## src/rtl/instr_loader.sv

```systemverilog
// Boot-time program loader: assembles little-endian bytes into 32-bit words,
// writes them to instruction memory and stalls the core for the whole load.
module instr_loader #(
  parameter int ADDR_WIDTH = 12
) (
  input  logic                  clk,
  input  logic                  rst,
  input  logic                  start,
  input  logic [ADDR_WIDTH-3:0] len_words,
  input  logic                  abort,
  input  logic                  byte_valid,
  input  logic [7:0]            byte_data,
  output logic                  byte_ready,
  output logic                  imem_we,
  output logic [ADDR_WIDTH-1:0] imem_addr,
  output logic [31:0]           imem_wdata,
  output logic                  trigger,
  output logic                  done
);

  localparam int WW = ADDR_WIDTH - 2;

  typedef enum logic [1:0] {IDLE, LOAD, FLUSH} state_t;

  state_t                state, state_nx;
  logic [1:0]            byte_cnt, byte_cnt_nx;
  logic [WW-1:0]         word_cnt, word_cnt_nx, word_inc;
  logic [WW-1:0]         len_q, len_nx;
  logic [23:0]           asm_q, asm_nx;
  logic                  we_nx, done_nx, trigger_nx, ready_nx;
  logic [ADDR_WIDTH-1:0] addr_nx;
  logic [31:0]           wdata_nx;
  logic                  accept;

  always_ff @(posedge clk) begin
    if (rst) begin
      state      <= IDLE;
      byte_cnt   <= '0;
      word_cnt   <= '0;
      len_q      <= '0;
      asm_q      <= '0;
      byte_ready <= 1'b0;
      imem_we    <= 1'b0;
      imem_addr  <= '0;
      imem_wdata <= '0;
      trigger    <= 1'b0;
      done       <= 1'b0;
    end else begin
      state      <= state_nx;
      byte_cnt   <= byte_cnt_nx;
      word_cnt   <= word_cnt_nx;
      len_q      <= len_nx;
      asm_q      <= asm_nx;
      byte_ready <= ready_nx;
      imem_we    <= we_nx;
      imem_addr  <= addr_nx;
      imem_wdata <= wdata_nx;
      trigger    <= trigger_nx;
      done       <= done_nx;
    end
  end

  always_comb begin
    state_nx    = state;
    byte_cnt_nx = byte_cnt;
    word_cnt_nx = word_cnt;
    len_nx      = len_q;
    asm_nx      = asm_q;
    we_nx       = 1'b0;
    done_nx     = 1'b0;
    addr_nx     = imem_addr;
    wdata_nx    = imem_wdata;
    word_inc    = word_cnt + 1'b1;
    accept      = byte_valid && byte_ready && (state == LOAD);

    unique case (state)
      IDLE: begin
        if (start) begin
          if (len_words != '0) begin
            len_nx      = len_words;
            byte_cnt_nx = '0;
            word_cnt_nx = '0;
            state_nx    = LOAD;
          end else begin
            done_nx = 1'b1;
          end
        end
      end
      LOAD: begin
        // abort takes priority even over a word-completing byte
        if (abort) begin
          state_nx = IDLE;
        end else if (accept) begin
          byte_cnt_nx = byte_cnt + 2'd1;
          unique case (byte_cnt)
            2'd0: asm_nx[7:0]   = byte_data;
            2'd1: asm_nx[15:8]  = byte_data;
            2'd2: asm_nx[23:16] = byte_data;
            2'd3: begin
              we_nx       = 1'b1;
              addr_nx     = {word_cnt, 2'b00};
              wdata_nx    = {byte_data, asm_q};
              word_cnt_nx = word_inc;
              if (word_inc == len_q) state_nx = FLUSH;
            end
          endcase
        end
      end
      FLUSH: begin
        state_nx = IDLE;
        done_nx  = 1'b1;
      end
      default: state_nx = IDLE;
    endcase

    trigger_nx = (state_nx != IDLE);
    ready_nx   = (state_nx == LOAD);
  end

endmodule

```

## config.mk

```make
export PLATFORM = sky130hd
export DESIGN_NAME = instr_loader
export DESIGN_NICKNAME = d
export VERILOG_FILES = /design/src/rtl/instr_loader.sv
export SDC_FILE = /design/constraint.sdc
export NUM_CORES = 1
export LEC_CHECK = 0
export ABC_AREA = 0
export CAP_MARGIN = 10
export CORE_MARGIN = 3
export CORE_UTILIZATION = 47
export CTS_CLUSTER_DIAMETER = 60
export DETAILED_ROUTE_END_ITERATION = 10
export GPL_ROUTABILITY_DRIVEN = 0
export PLACE_DENSITY = 0.76
export SLEW_MARGIN = 10
export SYNTH_ARGS = -nofsm -noshare
export SYNTH_HDL_FRONTEND = slang
export SYNTH_SLANG_ARGS = --single-unit
```

## constraint.sdc

```tcl
create_clock -name clk -period 1.77 [get_ports clk]
set_input_delay 0.177 -clock clk [delete_from_list [all_inputs] [get_ports clk]]
set_output_delay 0.177 -clock clk [all_outputs]
set_load 0.1 [all_outputs]
```

==> metrics.yaml, run 1 <==
p_comb_share_pct: 7.8
cts_buffer_depth: 2
synth_enable_flop_cells: 0
synth_compound_area_share_pct: 14.5
numCtsBuffers: 9
final.min_clock_period_ns: 1.68
synth_top_family_by_area: "simple AND/OR/NAND/NOR gates"
postRouteAntennaNets: 0
cp.arrival_ns: 1.97
wl_met3_um: 441
peakVddDrop_v: 0.000519
clockRootBuffer: "clkbuf_8"
rows: 32
grt_max_degree: 68
synthMuxAreaShare_pct: 1.56
crit_type: "reg2reg"
drt-met1-wl_um: 4250
numPortBuffers: 68
ys_ff_latch: 94
synth-async-reset-ratio_pct: 0
clock_skew_ns: 0.0112
p_int_mw: 2.80
routed.top_layer: "met4"
drive_gt1_share_pct: 21.4
final_hold_viol_count: 0
hold_depth: 2
cp_max_fo: 2
clkPwrFrac_pct: 35.7
cap_violations: 0
place_worst_setup_slack_ns: -0.116
antenna_cells: 0
via_count: 3526
power_switching_mw: 1.01
powerDensity_mw_per_mm2: 756
place_inst: 654
drc: 0
hold_path_class: "in2reg"
wl_um: 9410
cts.sinks: 94
final-instance-count-excl-fill: 671
end_kind: "flop"
cts-htree-levels: 3
drt-pass1-iter-count: 4
tritoncts: "yes"
switching_share_pct: 26.5
drv_slew: 0
fin_setup_tns_ns: 0
syn_avg_cell_area_um2: 8.09
clock_latency_ns: 0.36
drt_iter0_markers: 233
dp_hpwl_um: 6730
finalSetupViolCount: 0
ys_types: 42
fp.dieW_um: 96.6
worst_slack_ns: 0.0902
mostFrequentLayoutCells: "130 x nand2_1, 90 x dfxtp_1, 85 x a21oi_1, 79 x buf_4, 29 x nand3_1"
ys_seq_area_share_pct: 48.7
syn_to_final_growth_pct: 30.5
grt_usage_pct: 19.8
syn_area_mm2: 0.00386
ff2ff_path_depth: 6
clkTransAtPathRegs_ns: 0.09
vias_per_cell: 5.25
io_pins: 71
crit_required_ns: 2.06
grt_pass1_vias: 3375
ys_warn_count: 0
syn_inst: 477
post_drt_wl_per_cell_um: 14.0
synthXorXnorAreaFrac_pct: 3.63
grt-ovfl-total: 0
max_freq_mhz: 595
seqPwrFrac_pct: 56.5
coreArea_mm2: 0.00785
ys.flop_type: "dfxtp_1"
synthAdderAreaFrac_pct: 1.62
dieArea_mm2: 0.00934
grt_pass1_wl_um: 15700
final_common_cell: "nand2_1"
die_y_um: 96.6
cp-start-kind: "flop"
start_util_pct: 49.2
wl_met2_um: 4550
finalNetCount: 592
post-route-period-util_pct: 94.9
rsz0062_at_grt: "no"
synthSimpleGateAreaFrac_pct: 25.5
antenna_found_initial: 0
status: "completed"
leakage_nw: 1.86
## metrics by stage
| step | area, µm² | total power [mW] | utilization [%] | hold WS, ns |
|---|---|---|---|---|
| after detailed placement | 4780 | 2.49 | 60.9 | 0.445 |
| after global routing | 5040 | 3.93 | 64.2 | 0.136 |
| final | 5040 | 3.81 | 64.2 | 0.124 |
| after global placement | 4780 | 2.48 | 60.9 | 0.445 |
| after CTS | 5000 | 3.83 | 63.7 | 0.112 |
| after floorplan | 3870 | 2.36 | - | 0.313 |
## critical path, cell delays in order (launching register included)
cell	delay, ns
dfxtp_2	0.35
ha_4	0.24
xor2_1	0.14
nor4_1	0.22
nand3_1	0.17
nor4_2	0.27
and4bb_1	0.24
## area by class of cell
| class | count | area [µm²] |
|---|---|---|
| Clock inverter | 7 | 66.3 |
| Sequential cell | 94 | 1890 |
| Fill cell | 650 | 2810 |
| Timing Repair Buffer | 108 | 948 |
| Multi-Input combinational cell | 348 | 1870 |
| Inverter | 3 | 11.3 |
| Tap cell | 102 | 128 |
| Clock buffer | 9 | 124 |
## cell families (layout without fill, tap and decap cells)
logic type | count (synthesis) | count (layout)
AND/OR/NAND/NOR | 217 | 217
XOR/XNOR | 16 | 16
adder cells (fa/ha/maj) | 5 | 5
flip-flops | 94 | 94
AO/OA/AOI/OAI | 102 | 102
multiplexers | 6 | 6
buffers and inverters | 36 | 127
other | 1 | 2
## timing repair
item | 4_1_cts | 5_1_grt
pin swaps | 5 | 2
hold buffers | 0 | 0
endpoints found under the setup margin | 3 | 60
setup buffers | 1 | 0
resized for setup | 4 | 7
## power by group through the flow
| stage | sequential, mW | combinational (mW) | clock [mW] |
|---|---|---|---|
| after floorplan | 2.22 | 0.138 | 0 |
| after global placement | 2.20 | 0.282 | 0 |
| after detailed placement | 2.20 | 0.286 | 0 |
| after CTS | 2.15 | 0.290 | 1.38 |
| after global routing | 2.16 | 0.312 | 1.46 |
| final | 2.15 | 0.296 | 1.36 |
## layer usage
layer / vias up / GRT usage [%]
li1: 1776 / -
met1: 1644 / 26.9
met2: 91 / 31.5
met3: 15 / 3.53
met4: 0 / 7.13
met5: - / 0
## cells in the mapped netlist (3+ instances only)
master	n	area share, %
a21oi_1	85	11
and2_1	4	0.65
buf_2	8	1.0
buf_4	6	1.2
clkbuf_1	18	1.7
dfxtp_1	94	49
ha_1	5	1.6
inv_1	3	0.29
mux2i_1	6	1.6
nand2_1	130	13
nand3_1	29	3.8
nand3b_1	3	0.58
nor2_1	23	2.2
nor3_1	4	0.52
nor4_1	3	0.49
o21ai_1	5	0.65
xnor2_1	12	2.7
xor2_1	4	0.91
## state kept, by name (all words and copies together) (netlist names)
name        count
asm_q          24
byte_cnt        2
byte_ready      1
done            1
imem_addr      10
imem_wdata     32
imem_we         1
len_q          10
state           2
trigger         1
word_cnt       10
## final timing paths
| kind | startpoint | endpoint | slack [ns] |
|---|---|---|---|
| worst max register to register | word_cnt[1] | state[1] | 0.09 |
| worst max-delay path | word_cnt[1] | state[1] | 0.09 |
| worst min register to register | asm_q[10] | imem_wdata[10] | 0.46 |
| worst min-delay path | rst | len_q[2] | 0.12 |
(Power assumes the default switching activity.)
==> inputs of run 2 (changes only) <==
- GPL_TIMING_DRIVEN: default -> 0
==> run 2 against run 1 <==
Cell area rose by 0.55%. Clock skew fell by 0.0017 ns. Sequential power barely moved. Via count rose by 1.8%. Critical path depth did not move. First-iteration DRC count fell by 21%. Highest routed layer unchanged. Power fell by 0.10%. Combinational power fell by 2%. Non-clock buffer count rose by 3. Fmax fell by 3.7%. Clock-buffer cell count did not move.
==> metrics.yaml, run 2 (synthesis gave the netlist of run 1 again) <==
status: "completed"
dp_hpwl_um: 7020  # +4.3%
cp-start-kind: "flop"
wl_met3_um: 599  # +36%
slew_headroom_pct: 35.7
cap_violations: 0  # unchanged
drt-pass1-iter-count: 4  # unchanged
die_y_um: 96.6  # unchanged
dieArea_mm2: 0.00934  # unchanged
grt-ovfl-total: 0  # unchanged
io_pins: 71  # unchanged
via_count: 3591  # +1.8%
hold_path_class: "in2reg"
start_util_pct: 49.2  # unchanged
grt_pass1_wl_um: 17000  # +8.5%
coreArea_mm2: 0.00785  # unchanged
clock_skew_ns: 0.00950  # -0.00171 ns
post_drt_wl_per_cell_um: 15.3  # +9.0%
drt-met1-wl_um: 4550  # +6.9%
fillers: 683  # +5.1%
cpPeakStageDelay_ns: 0.38  # +0.03 ns
cp.arrival_ns: 2.04  # +0.07 ns
clkTransAtPathRegs_ns: 0.10  # about the same
cp_max_fo: 7  # +5
regMostFlops: "imem_wdata"
fp.dieW_um: 96.6  # unchanged
clockRootBuffer: "clkbuf_8"
final_hold_viol_count: 0  # unchanged
max_freq_mhz: 573  # -3.7%
largest_registers: "imem_wdata: 32 flops, asm_q: 24 flops"
crit_type: "reg2reg"
wl_um: 10300  # +9.4%
grt_usage_pct: 21.5  # +1.8 points
numCtsBuffers: 9  # unchanged
mostFrequentLayoutCells: "127 x nand2_1, 87 x dfxtp_1, 85 x a21oi_1, 28 x nand3_1, 28 x clkdlybuf4s15_1"
final.min_clock_period_ns: 1.74  # +0.0647 ns
drc: 0  # unchanged
final_common_cell: "nand2_1"
finalNetCount: 595  # +0.51%
drv_slew: 0  # unchanged
end_kind: "flop"
cts.sinks: 94  # unchanged
worst_slack_ns: 0.0255  # -0.0647 ns
grt_max_degree: 19  # -72%
peakVddDrop_v: 0.000424  # -18%
cts-htree-levels: 3  # unchanged
vias_per_cell: 5.33  # +1.4%
clock_latency_ns: 0.36  # about the same
cts_buffer_depth: 2  # unchanged
antenna_found_initial: 0  # unchanged
routed.top_layer: "met4"
rows: 32  # unchanged
place_worst_setup_slack_ns: -0.333  # -0.216 ns
post-route-period-util_pct: 98.6  # +3.7 points
wl_met2_um: 4910  # +7.8%
numPortBuffers: 68  # unchanged
antenna_cells: 0  # unchanged
postRouteAntennaNets: 0  # unchanged
holdWs_ns: 0.429  # +0.305 ns
crit_required_ns: 2.06  # about the same
powerDensity_mw_per_mm2: 751  # -0.65%
grt_pass1_vias: 3564  # +5.6%
drt_iter0_markers: 185  # -21%
drive_gt1_share_pct: 14.5  # -6.9 points
tritoncts: "yes"
rsz0062_at_grt: "yes"
syn_to_final_growth_pct: 31.2
crit_slowest_cell: "dfxtp_2"
cts_hold_buf: 0  # unchanged
tightestPinTransition_ns: 0.968
ff_latch_area_mm2: 0.00189  # +0.33%
largest_reg_flops: 32  # unchanged
leakage_nw: 1.84  # -1.2%
crit_chain: "buf_6 > nand3_4 > o21a_1 > o32a_1 > o22ai_2 > and4bb_1"
multiInputGateArea_mm2: 0.00194  # +3.3%
finalSetupViolCount: 0  # unchanged
## run 2: cell count changes in the layout (fill, tap and decap cells not counted), sizes merged, moves of 2 or more
cell,previous run,this run
clkbuf,9,34
dlygate4sd2,0,11
clkdlybuf4s15,0,28
buf,87,25
inv,6,8
## run 2: power breakdown
part	switching (mW)	internal, mW	total (mW)
Sequential	0.0171	2.13	2.15
Clock	0.821	0.541	1.36
Combinational	0.182	0.110	0.291
Total	1.02	2.78	3.80
## run 2: path summary, 6_finish.rpt
kind	from	to	slack, ns	cells after the start
min	len_words[3]	len_q[3]	0.43	3
max reg2reg	word_cnt[0]	state[1]	0.03	6
min reg2reg	imem_addr[9]	imem_addr[9]	0.46	2
max	word_cnt[0]	state[1]	0.03	6
## run 2: repair_timing
| item | in CTS | in global routing |
|---|---|---|
| gates resized for setup | 63 | 71 |
| setup buffers | 3 | 8 |
| pin swaps | 2 | 6 |
| setup endpoints to repair | 75 | 70 |
## run 2: worst max-delay path: cells and delay by family, from the launching register on
kind,cells,cell delay [ns]
DFF,1,0.38
AOI/OAI and AO/OA,3,0.79
buffers and inverters,1,0.13
and+or+nand+nor,2,0.38
## run 2: layer usage
metal | vias to the layer above | global-route usage (%)
li1 | 1782 | -
met4 | 0 | 6.70
met1 | 1644 | 28.1
met3 | 26 | 4.76
met5 | - | 0
met2 | 139 | 35.6
## run 2: stage by stage
| stage | power (mW) | instances | setup TNS (ns) | area [µm²] | util [%] |
|---|---|---|---|---|---|
| 6_report | 3.80 | 674 | 0 | 5070 | 64.6 |
| 5_1_grt | 3.93 | 674 | -0.243 | 5070 | 64.6 |
| 4_1_cts | 3.81 | 666 | 0 | 4880 | 62.1 |
| 3_5_place_dp | 2.47 | 648 | -10.79 | 4670 | 59.6 |
| 3_3_place_gp | 2.47 | 648 | -9.80 | 4670 | 59.6 |
| 2_1_floorplan | 2.36 | 478 | 0 | 3870 | - |
## run 2: layout make-up
cell class,count,share of cell area [%]
well taps,102,2.52
clock inverters,7,1.19
plain buffers,32,3.53
repair buffers,79,14.5
flip-flops and latches,94,37.4
multi-input cells,348,38.2
clock buffers,9,2.45
inverters,3,0.222
==> inputs of run 3 (changes only) <==
- SKIP_LAST_GASP: default -> 1
==> run 3 against run 2 <==
First-iteration DRC count up 44%. Via count down 1.9%. Sequential power about the same. Combinational power about the same. Fmax about the same. Utilization down 0.64 points. Critical endpoint unchanged. Highest routed layer unchanged.
==> metrics.yaml, run 3 (synthesis gave the netlist of run 1 again) <==
syn_to_final_growth_pct: 29.9
fp.dieW_um: 96.6  # unchanged
status: "completed"
postRouteAntennaNets: 0  # unchanged
coreArea_mm2: 0.00785  # unchanged
wl_um: 10100  # -1.8%
drt-pass1-iter-count: 4  # unchanged
place_worst_setup_slack_ns: -0.333  # unchanged
drive_gt1_share_pct: 13.9  # -0.60 points
drv_slew: 0  # unchanged
hold_path_class: "in2reg"
slew_headroom_pct: 35.8  # +0.11 points
hold_path_end: "len_q[3]"
hold_depth: 3  # unchanged
cp-start-kind: "flop"
start_util_pct: 49.2  # unchanged
place_inst: 648  # unchanged
hp-start: "len_words[3]"
grt-ovfl-total: 0  # unchanged
clockRootBuffer: "clkbuf_8"
crit_required_ns: 2.06  # about the same
largest_registers: "imem_wdata: 32 flops, asm_q: 24 flops"
final-instance-count-excl-fill: 670  # -0.59%
io_pins: 71  # unchanged
ff2ff_path_depth: 6  # unchanged
mostFrequentLayoutCells: "127 x nand2_1, 87 x dfxtp_1, 85 x a21oi_1, 28 x nand3_1, 28 x clkdlybuf4s15_1"
antenna_cells: 0  # unchanged
clock_latency_ns: 0.36  # about the same
drt_iter0_markers: 267  # +44%
post-route-period-util_pct: 98.5  # about the same
rsz0062_at_grt: "yes"
dieArea_mm2: 0.00934  # unchanged
holdWs_ns: 0.425  # -0.00343 ns
cp_max_fo: 9  # +2
cts-htree-levels: 3  # unchanged
numPortBuffers: 68  # unchanged
post_drt_wl_per_cell_um: 15.1  # -1.2%
r2r_end: "state[1]"
rows: 32  # unchanged
final.min_clock_period_ns: 1.74  # -0.000718 ns
end_kind: "flop"
drc: 0  # unchanged
vias_per_cell: 5.26  # -1.3%
antenna_found_initial: 0  # unchanged
finalNetCount: 591  # -0.67%
final_common_cell: "nand2_1"
cp.arrival_ns: 2.04  # about the same
tritoncts: "yes"
worst_slack_ns: 0.0262  # +0.000718 ns
clock_skew_ns: 0.0116  # +0.00205 ns
grt_usage_pct: 21.5  # unchanged
largest_reg_flops: 32  # unchanged
fin_area_mm2: 0.00502  # -0.99%
cts_hold_buf: 0  # unchanged
cts.sinks: 94  # unchanged
max_freq_mhz: 573  # about the same
final_hold_viol_count: 0  # unchanged
crit_type: "reg2reg"
die_y_um: 96.6  # unchanged
powerDensity_mw_per_mm2: 756  # +0.72%
final_util_pct: 63.9  # -0.64 points
grt_pass1_vias: 3563  # -0.028%
via_count: 3522  # -1.9%
numCtsBuffers: 9  # unchanged
grt_max_degree: 19  # unchanged
finalSetupViolCount: 0  # unchanged
r2r-start: "word_cnt[3]"
dp_hpwl_um: 7020  # unchanged
rrSetupSlack_ns: 0.03  # about the same
grt_pass1_wl_um: 17000  # unchanged
clkTransAtPathRegs_ns: 0.09  # about the same
cts_buffer_depth: 2  # unchanged
peakVddDrop_v: 0.000411  # -3.1%
leakage_nw: 1.81  # -1.6%
tightestPinTransition_ns: 0.966  # -0.00163 ns
placed_cell_area_mm2: 0.00467  # unchanged
cap_violations: 0  # unchanged
regMostFlops: "imem_wdata"
## run 3: changes by cell type in the layout (fill, tap and decap cells not counted), sizes merged
cell	change
buf	-4
## run 3: area by class of cell
type                            instances  area [µm²]
Timing Repair Buffer                   75         688
Multi-Input combinational cell        348        1940
Sequential cell                        94        1890
Buffer                                 32         175
Clock buffer                            9         124
Fill cell                             684        2830
Inverter                                3        11.3
Tap cell                              102         128
Clock inverter                          7        60.1
## run 3: critical path: stages (launching register included)
cell and delay, ns:
dfxtp_1 0.35, buf_6 0.15, nand4_1 0.14, o21a_1 0.22, o32a_1 0.30, o22ai_2 0.26, and4bb_1 0.26
## run 3: power breakdown
| group | internal [mW] | switching (mW) |
|---|---|---|
| registers | 2.13 | 0.0170 |
| clock network | 0.541 | 0.812 |
| logic | 0.110 | 0.180 |
| total | 2.78 | 1.01 |
## run 3: layer usage
metal	vias up	GRT usage [%]	routed length [µm]	share of wire, %
li1	1774	-	-	-
met1	1619	28.2	4490	44
met2	112	35.5	4900	48
met3	17	4.76	553	5.5
met4	0	6.80	168	1.7
met5	-	0	0	0
## run 3: what timing repair did
item                                    in CTS  in global routing
endpoints found under the setup margin      75                 70
resized for setup                           61                 71
pin swaps                                    2                  7
buffers inserted                             3                  4
## run 3: worst max-delay path by stage
stage                              start              to  slack (ns)
after global placement      len_words[6]     word_cnt[7]       -0.32
final                        word_cnt[3]        state[1]        0.03
after detailed placement    len_words[6]     word_cnt[7]       -0.33
after CTS                 imem_wdata[13]  imem_wdata[13]       -0.02
after floorplan              word_cnt[1]      byte_ready        0.06
after global routing         word_cnt[3]        state[1]       -0.06
## run 3: per-stage QoR
| stage | TNS (ns) | total power [mW] |
|---|---|---|
| after floorplan | 0 | 2.36 |
| after global placement | -9.80 | 2.47 |
| after detailed placement | -10.79 | 2.47 |
| after CTS | -0.0275 | 3.80 |
| after global routing | -0.266 | 3.93 |
| final | 0 | 3.79 |
